--- src/rtl/tt_ifft4_stream_if.sv ---
// Stream bundle for the 4-point IFFT: byte-serial spectrum in, byte-serial time samples out.
interface tt_ifft4_stream_if #(parameter int DATA_W = 8);
  logic              in_valid;
  logic [DATA_W-1:0] in_data;
  logic              in_ready;
  logic              out_valid;
  logic [DATA_W-1:0] out_data;
  logic              out_ready;
  logic              busy;
  logic              frame_done;

  modport master (
    output in_valid, in_data, out_ready,
    input  in_ready, out_valid, out_data, busy, frame_done
  );

  modport slave (
    input  in_valid, in_data, out_ready,
    output in_ready, out_valid, out_data, busy, frame_done
  );
endinterface

--- src/rtl/tt_ifft4_stream.sv ---
// 4-point radix-2 IFFT over a byte stream: load 8 components, two butterfly stages,
// then drain 8 scaled (>>>2, floor) components with backpressure.
module tt_ifft4_stream #(
  parameter int DATA_W = 8
) (
  input  logic               clk,
  input  logic               rst,
  tt_ifft4_stream_if.slave   bus
);
  localparam int SW = DATA_W + 1;
  localparam int RW = DATA_W + 2;

  typedef enum logic [1:0] {LOAD, COMP1, COMP2, DRAIN} state_t;

  state_t                    state, state_nxt;
  logic [2:0]                iidx, oidx;
  logic signed [DATA_W-1:0]  xr [4];
  logic signed [DATA_W-1:0]  xi [4];
  logic signed [SW-1:0]      ar, ai, br, bi, cr, ci, dr, di;
  logic signed [RW-1:0]      sum [8];
  logic [DATA_W-1:0]         y [8];
  logic                      frame_done_q;

  always_ff @(posedge clk or posedge rst) begin
    if (rst) state <= LOAD;
    else     state <= state_nxt;
  end

  always_comb begin
    state_nxt      = state;
    bus.in_ready   = 1'b0;
    bus.out_valid  = 1'b0;
    bus.out_data   = '0;
    bus.busy       = 1'b1;
    bus.frame_done = frame_done_q;
    case (state)
      LOAD: begin
        bus.in_ready = 1'b1;
        bus.busy     = 1'b0;
        if (bus.in_valid && iidx == 3'd7) state_nxt = COMP1;
      end
      COMP1: state_nxt = COMP2;
      COMP2: state_nxt = DRAIN;
      DRAIN: begin
        bus.out_valid = 1'b1;
        bus.out_data  = y[oidx];
        if (bus.out_ready && oidx == 3'd7) state_nxt = LOAD;
      end
      default: state_nxt = LOAD;
    endcase
  end

  // Second-stage sums in output order re0, im0, re1, im1, ...; full width so nothing wraps.
  always_comb begin
    sum[0] = RW'(ar) + RW'(cr);
    sum[1] = RW'(ai) + RW'(ci);
    sum[2] = RW'(br) - RW'(di);
    sum[3] = RW'(bi) + RW'(dr);
    sum[4] = RW'(ar) - RW'(cr);
    sum[5] = RW'(ai) - RW'(ci);
    sum[6] = RW'(br) + RW'(di);
    sum[7] = RW'(bi) - RW'(dr);
  end

  always_ff @(posedge clk or posedge rst) begin
    if (rst) begin
      iidx         <= '0;
      oidx         <= '0;
      frame_done_q <= 1'b0;
      {ar, ai, br, bi, cr, ci, dr, di} <= '0;
      for (int k = 0; k < 4; k++) begin
        xr[k] <= '0;
        xi[k] <= '0;
      end
      for (int k = 0; k < 8; k++) y[k] <= '0;
    end else begin
      frame_done_q <= (state == DRAIN) && bus.out_ready && (oidx == 3'd7);
      if (state == LOAD && bus.in_valid) begin
        if (iidx[0]) xi[iidx[2:1]] <= bus.in_data;
        else         xr[iidx[2:1]] <= bus.in_data;
        iidx <= iidx + 3'd1;
      end
      if (state == COMP1) begin
        ar <= SW'(xr[0]) + SW'(xr[2]);
        ai <= SW'(xi[0]) + SW'(xi[2]);
        br <= SW'(xr[0]) - SW'(xr[2]);
        bi <= SW'(xi[0]) - SW'(xi[2]);
        cr <= SW'(xr[1]) + SW'(xr[3]);
        ci <= SW'(xi[1]) + SW'(xi[3]);
        dr <= SW'(xr[1]) - SW'(xr[3]);
        di <= SW'(xi[1]) - SW'(xi[3]);
      end
      // Dropping the two LSBs of a signed sum is the floor of /4.
      if (state == COMP2)
        for (int k = 0; k < 8; k++) y[k] <= sum[k][RW-1:2];
      if (state == DRAIN && bus.out_ready) oidx <= oidx + 3'd1;
    end
  end
endmodule
--- src/flat_wrapper.sv ---
// flat-port wrapper written by rule: the top's interface ports become plain ports
module tt_ifft4_stream_flat 
#(
  parameter int DATA_W = 8
)
  (clk, rst, bus_in_valid, bus_in_data, bus_out_ready, bus_in_ready, bus_out_valid, bus_out_data, bus_busy, bus_frame_done);
  tt_ifft4_stream_if #(.DATA_W(DATA_W)) bus_i ();
  input  logic clk;
  input  logic rst;
  input wire logic [$bits(bus_i.in_valid)-1:0] bus_in_valid;
  input wire logic [$bits(bus_i.in_data)-1:0] bus_in_data;
  input wire logic [$bits(bus_i.out_ready)-1:0] bus_out_ready;
  output wire logic [$bits(bus_i.in_ready)-1:0] bus_in_ready;
  output wire logic [$bits(bus_i.out_valid)-1:0] bus_out_valid;
  output wire logic [$bits(bus_i.out_data)-1:0] bus_out_data;
  output wire logic [$bits(bus_i.busy)-1:0] bus_busy;
  output wire logic [$bits(bus_i.frame_done)-1:0] bus_frame_done;
  assign bus_i.in_valid = bus_in_valid;
  assign bus_i.in_data = bus_in_data;
  assign bus_i.out_ready = bus_out_ready;
  assign bus_in_ready = bus_i.in_ready;
  assign bus_out_valid = bus_i.out_valid;
  assign bus_out_data = bus_i.out_data;
  assign bus_busy = bus_i.busy;
  assign bus_frame_done = bus_i.frame_done;
  tt_ifft4_stream #(.DATA_W(DATA_W)) u_core (.clk(clk), .rst(rst), .bus(bus_i));
endmodule
--- config.mk ---
export PLATFORM = sky130hd
export DESIGN_NAME = tt_ifft4_stream_flat
export DESIGN_NICKNAME = d
export VERILOG_FILES = /design/src/rtl/tt_ifft4_stream_if.sv /design/src/rtl/tt_ifft4_stream.sv /design/src/flat_wrapper.sv
export SDC_FILE = /design/constraint.sdc
export NUM_CORES = 1
export LEC_CHECK = 0
export ABC_AREA = 1
export CAP_MARGIN = 20
export CORE_ASPECT_RATIO = 1.75
export CORE_MARGIN = 1.5
export CORE_UTILIZATION = 58
export DETAILED_ROUTE_END_ITERATION = 7
export PLACE_DENSITY_LB_ADDON = 0.05
export SLEW_MARGIN = 20
export SYNTH_ARGS = -nofsm -noshare
export SYNTH_HDL_FRONTEND = slang
export SYNTH_SLANG_ARGS = --single-unit
--- constraint.sdc ---
create_clock -name clk -period 6.05 [get_ports clk]
set_clock_uncertainty 0.05 [all_clocks]
set_input_delay 0.605 -clock clk [delete_from_list [all_inputs] [get_ports clk]]
set_output_delay 0.605 -clock clk [all_outputs]
set_load 0.05 [all_outputs]
==> results.toml <==
[clocking]
cts_tree = "done"
cts_hold_buffers = 0
cts-buffers-inserted = 21
postCtsSetupBuffers = 0
ctsResizeCount = 0
cts.htree.levels = 1
clk_latency_ns = 0.53
cts.clk_slew.worst_paths_ns = 0.06
clockRootBuffer = "clkbuf_16"
clock-sinks = 205
clockBufferDepth = 3

[synth]
synth_cells = 2057
syn-cell-area_um2 = 14600
synth_ff_type = "dfrtp_1"
syn_area_per_cell_um2 = 7.10
synth_seq_cells = 205
async_reset_ff_share_pct = 100
synth_cell_types = 33
ys_seq_area_share_pct = 35.1
syn_nets = 2213
synth_edf_count = 0
yosys_warnings = 0

[timing]
worstMarginPinSlew_ns = 1.03
max_freq_mhz = 246
period_share_pct = 67.2
setup_ws_ns = 1.98
layout_min_cycle_time_ns = 4.07
setup_viol = 0
rsz0062_at_grt = "false"
final-hold-violation-count = 0
tns_ns = 0
relSlewSlack_pct = 31.4
slew_violations = 0

[routing]
drc = 0
via_count = 12500
drtAntennaViolNets = 0
totalWireLength_um = 36700
drt_iter0_drc = 806
firstDrtPassIters = 5
avgRoutedWirePerCell_um = 15.6
via_per_inst = 5.30

[grt]
grt_pass1_vias = 12000
track_usage_pct = 29.1
antenna_found_initial = 0
grt_max_degree = 76
overflow = 0
grt_pass1_wl_um = 60200

[setup_path]
worstPathArrival_ns = 3.41
ff2ff_setup_slack_ns = 3.43
timing.rr.end = "u_core.di[2]"
rr_worst_depth = 7
startpoint = "u_core.oidx[0]"
worstPathMaxFanout = 39
crit_type = "reg2out"
end_kind = "primary output"
timing.rr.start = "u_core.state[1]"
worstPathRequired_ns = 5.39
worstSetupStartpointType = "register"

[cells_and_area]
diodes = 0
drive_above_1_share_pct = 4.11
area_delta_synth_final_pct = 6.73
fin_nets = 2184
fillCellCount = 2298

[placement]
hpwl_um = 28500
place.gp.congestion = 0.915
post-place-ws_ns = 2.52
portBuffers = 23

[power]
power_density_nw_per_um2 = 630
peakVddDrop_v = 0.000310
p_leak_uw = 0.00852

[flow_run]
drv_cap = 0

[run_status]
outcome = "finished, final reports clean"

[worst_hold_path]
min_to = "u_core.y[40]"
min_path_type = "reg2reg"
holdCritStartpoint = "u_core.y[40]"
hold_depth = 2

[floorplanning]
core_um2 = 24700
dieHeight_um = 213
die_area_um2 = 26200
die_x_um = 123
rows = 76
ios = 24
initial_utilization_pct = 59.1
## cell usage in the layout (no fill, tap or decap), types with 9 or more instances in the layout
master | Yosys | routed
nor3_1 | 13 | 13
dfrtp_1 | 205 | 205
o21ai_2 | 14 | 14
nor2_1 | 157 | 157
o21ai_1 | 58 | 58
clkdlybuf4s50_1 | 0 | 23
o21bai_1 | 23 | 23
nand2_1 | 606 | 606
o21ai_0 | 148 | 148
clkbuf_16 | 0 | 21
o22ai_1 | 13 | 13
inv_1 | 294 | 293
a31oi_1 | 9 | 9
xor2_1 | 23 | 23
ha_1 | 136 | 134
a21oi_1 | 93 | 93
nand3_1 | 143 | 143
## sequential cells by signal, summed over array words and instances, names as in the netlist, 2 cells and up
signal	count
u_core.ai	8
u_core.ci	8
u_core.br	9
u_core.bi	9
u_core.xr	32
u_core.dr	9
u_core.y	64
u_core.iidx	3
u_core.state	2
u_core.di	9
u_core.ar	8
u_core.cr	8
u_core.oidx	3
u_core.xi	32
## kinds of logic (layout without fill, tap and decap cells)
family | Yosys count | in the layout | share of synthesized area (%)
flip-flops | 205 | 205 | 35.1
multiplexers | 1 | 1 | 0.0771
AO/OA/AOI/OAI | 371 | 371 | 14.1
buffers and inverters | 379 | 365 | 10.7
adder cells (fa/ha/maj) | 144 | 144 | 12.7
XOR/XNOR | 24 | 24 | 1.44
AND/OR/NAND/NOR | 933 | 933 | 25.8
## worst max-delay path by stage
stage	depth (start not counted)	slack, ns	end
CTS	7	1.96	bus_out_data[1]
floorplan	1	2.74	u_core.ai[1]
global route	7	1.69	bus_out_data[1]
finish	7	1.98	bus_out_data[1]
detailed placement	7	2.52	bus_out_data[1]
global placement	7	2.59	bus_out_data[1]
## final cells by class
type / instances / area [µm²] / area share [%]
Inverter: 299 / 1130 / 7.23
Timing Repair Buffer: 28 / 268 / 1.72
Multi-Input combinational cell: 1473 / 7910 / 50.8
Clock buffer: 25 / 571 / 3.66
Clock inverter: 13 / 188 / 1.20
Tap cell: 312 / 390 / 2.50
Sequential cell: 205 / 5130 / 32.9
## cells in the mapped netlist (all sizes together) (3+ instances only)
cell    count  area [µm²]
dfrtp     205        5130
nor3       13        65.1
a21oi      96         492
nor2      159         621
o21bai     27         218
buf        51         323
o32ai       5        43.8
fa          8         160
ha        136        1700
clkbuf     29         120
xor2       23         201
inv       299        1120
nand2     615        2350
o22ai      13        81.3
nand4       3        18.8
o21ai     220        1150
a31oi       9        56.3
nand3     143         716
## per-stage QoR
step                      instance area [µm²]  std cells  util [%]  power (µW)  hold WS, ns
final                                   15600       2355      63.0        9830        0.436
after global routing                    15600       2355      63.0       10900        0.456
after CTS                               15600       2355      63.0        9830        0.434
after detailed placement                14800       2317      60.0        8380        0.420
after global placement                  14800       2317      60.0        8250        0.416
after floorplan                         14600       2057         -        6970        0.394
## routing by layer
metal	vias up	track usage (%)	share of wire, %
li1	6466	-	-
met1	5749	36.0	43
met2	204	51.5	50
met3	64	2.14	2.7
met4	0	12.3	4.3
met5	-	0	0
## worst max-delay path: stages (launching register included)
cell and delay, ns:
dfrtp_1 1.02, inv_2 0.44, a21oi_1 0.24, o21ai_0 0.10, o21ai_0 0.08, o21ai_0 0.09, nor2_1 0.12, clkdlybuf4s50_1 0.81
## power by group
| group | total (µW) | internal [µW] | switching (µW) |
|---|---|---|---|
| Clock | 1420 | 853 | 568 |
| Sequential | 2650 | 1990 | 660 |
| Combinational | 5760 | 1970 | 3790 |
No activity file was read; power rests on OpenSTA's default activity.
==> RTL change: new RTL, same flow settings <==
`DATA_W` is set to 8 in 3 places; all go to 12.
--- a/src/rtl/tt_ifft4_stream_if.sv
+++ b/src/rtl/tt_ifft4_stream_if.sv
@@ -1,4 +1,4 @@
 // Stream bundle for the 4-point IFFT: byte-serial spectrum in, byte-serial time samples out.
-interface tt_ifft4_stream_if #(parameter int DATA_W = 8);
+interface tt_ifft4_stream_if #(parameter int DATA_W = 12);
   logic              in_valid;
   logic [DATA_W-1:0] in_data;
--- a/src/rtl/tt_ifft4_stream.sv
+++ b/src/rtl/tt_ifft4_stream.sv
@@ -2,5 +2,5 @@
 // then drain 8 scaled (>>>2, floor) components with backpressure.
 module tt_ifft4_stream #(
-  parameter int DATA_W = 8
+  parameter int DATA_W = 12
 ) (
   input  logic               clk,
--- a/src/flat_wrapper.sv
+++ b/src/flat_wrapper.sv
@@ -2,5 +2,5 @@
 module tt_ifft4_stream_flat 
 #(
-  parameter int DATA_W = 8
+  parameter int DATA_W = 12
 )
   (clk, rst, bus_in_valid, bus_in_data, bus_out_ready, bus_in_ready, bus_out_valid, bus_out_data, bus_busy, bus_frame_done);
Ports: changed (resized bus_in_data and bus_out_data); port bits go from 24 to 32. No check against the original RTL was run, so the function may have changed too.
==> RTL change against the original RTL <==
Area after synthesis increased by 60%. Sequential cell count up 96. Setup slack better by 0.18 ns. Via count up 79%. Sequential share of layout area shrank 2.4 points. Count of clock-buffer cells in the layout rose by 11. Routed wire length rose by 100%. Final area grew 58%. Critical endpoint is now bus_out_data[11]. Final cell count is 68% higher. Synthesized cell count rose by 71%.
Power is left out: the tool's default activity adds up to more than one toggle a clock period on the data nets, which glitch-free logic cannot reach.
==> RTL change: results (changes against the original RTL) <==
- Xor-xnor portion of the synthesized cell area: 1.28% (-0.16 points)
- Compound-Gate Fraction of Synth Area: 11.4% (-2.7 points)
- Final WS setup: 2.16 ns (+0.178 ns)
- CP max-delay cell: clkdlybuf4s50_1
- Area contributors post-synth: dfrtp_1, nand2_1, ha_1
- First-iteration detailed-routing DRC count: 1519 (+88%)
- Highest Signal Layer: met5
- Met3 wire length: 3320 µm (+240%)
- HPWL after DPL: 58300 µm (+100%)
- Fin cells: 3955 (+68%)
- Max_slew headroom: 33.2% (+1.8 points)
- Run status: completed
- Worst-Skew Late Latency: 0.60 ns (+0.07 ns)
- Setup crit end: bus_out_data[11]
- Placed cells: 3899 (+68%)
- Met2 GRT Util: 64.4% (+13 points)
- Leading cell types by count after synthesis: nand2_1, inv_1, nor2_1
- NumNets Final: 3660 (+68%)
- Wire per inst: 18.8 µm (+21%)
- Reg2reg end: u_core.dr[8]
- Total CTS buffers: 30 (+43%)
- M1 WL: 28700 µm (+83%)
- GRT Total Usage: 36.0% (+6.9 points)
- First-pass GRT wire length: 116000 µm (+92%)
- Initial antenna violation count: 2 (+2)
- R2R cell count: 5 (-2)
- Worst Path Max Fanout: 55 (+41%)
- Met2 routed WL: 36700 µm (+100%)
- Mean number of vias per cell: 5.64 (+6.4%)
- Met1 Usage GRT: 40.8% (+4.8 points)
- DRT Pass-1 Iters: 6 (+1)
- Register area share after synthesis: 32.3% (-2.9 points)
## RTL change: cell types whose count changed after synthesis, sizes merged, moves of 16 or more
cell   before   now
a21oi      96   132
and2        0    16
buf        51   108
dfrtp     205   301
ha        136   200
inv       299   499
nand2     615  1093
nand3     143   297
nand4       3    61
nor2      159   321
o21ai     220   313
## RTL change: final cells by class
| class | count | area (µm²) | area share, % |
|---|---|---|---|
| Multi-Input combinational cell | 2563 | 13200 | 53.3 |
| Clock inverter | 20 | 310 | 1.26 |
| Inverter | 499 | 1880 | 7.60 |
| Clock buffer | 36 | 795 | 3.22 |
| Timing Repair Buffer | 41 | 398 | 1.61 |
| Sequential cell | 301 | 7530 | 30.5 |
| Tap cell | 495 | 619 | 2.51 |
## RTL change: stage by stage
step / hold slack, ns / util, %
final: 0.228 / 62.1
after global routing: 0.238 / 62.1
after CTS: 0.216 / 62.1
after detailed placement: 0.417 / 59.3
after global placement: 0.417 / 59.3
after floorplan: 0.394 / -
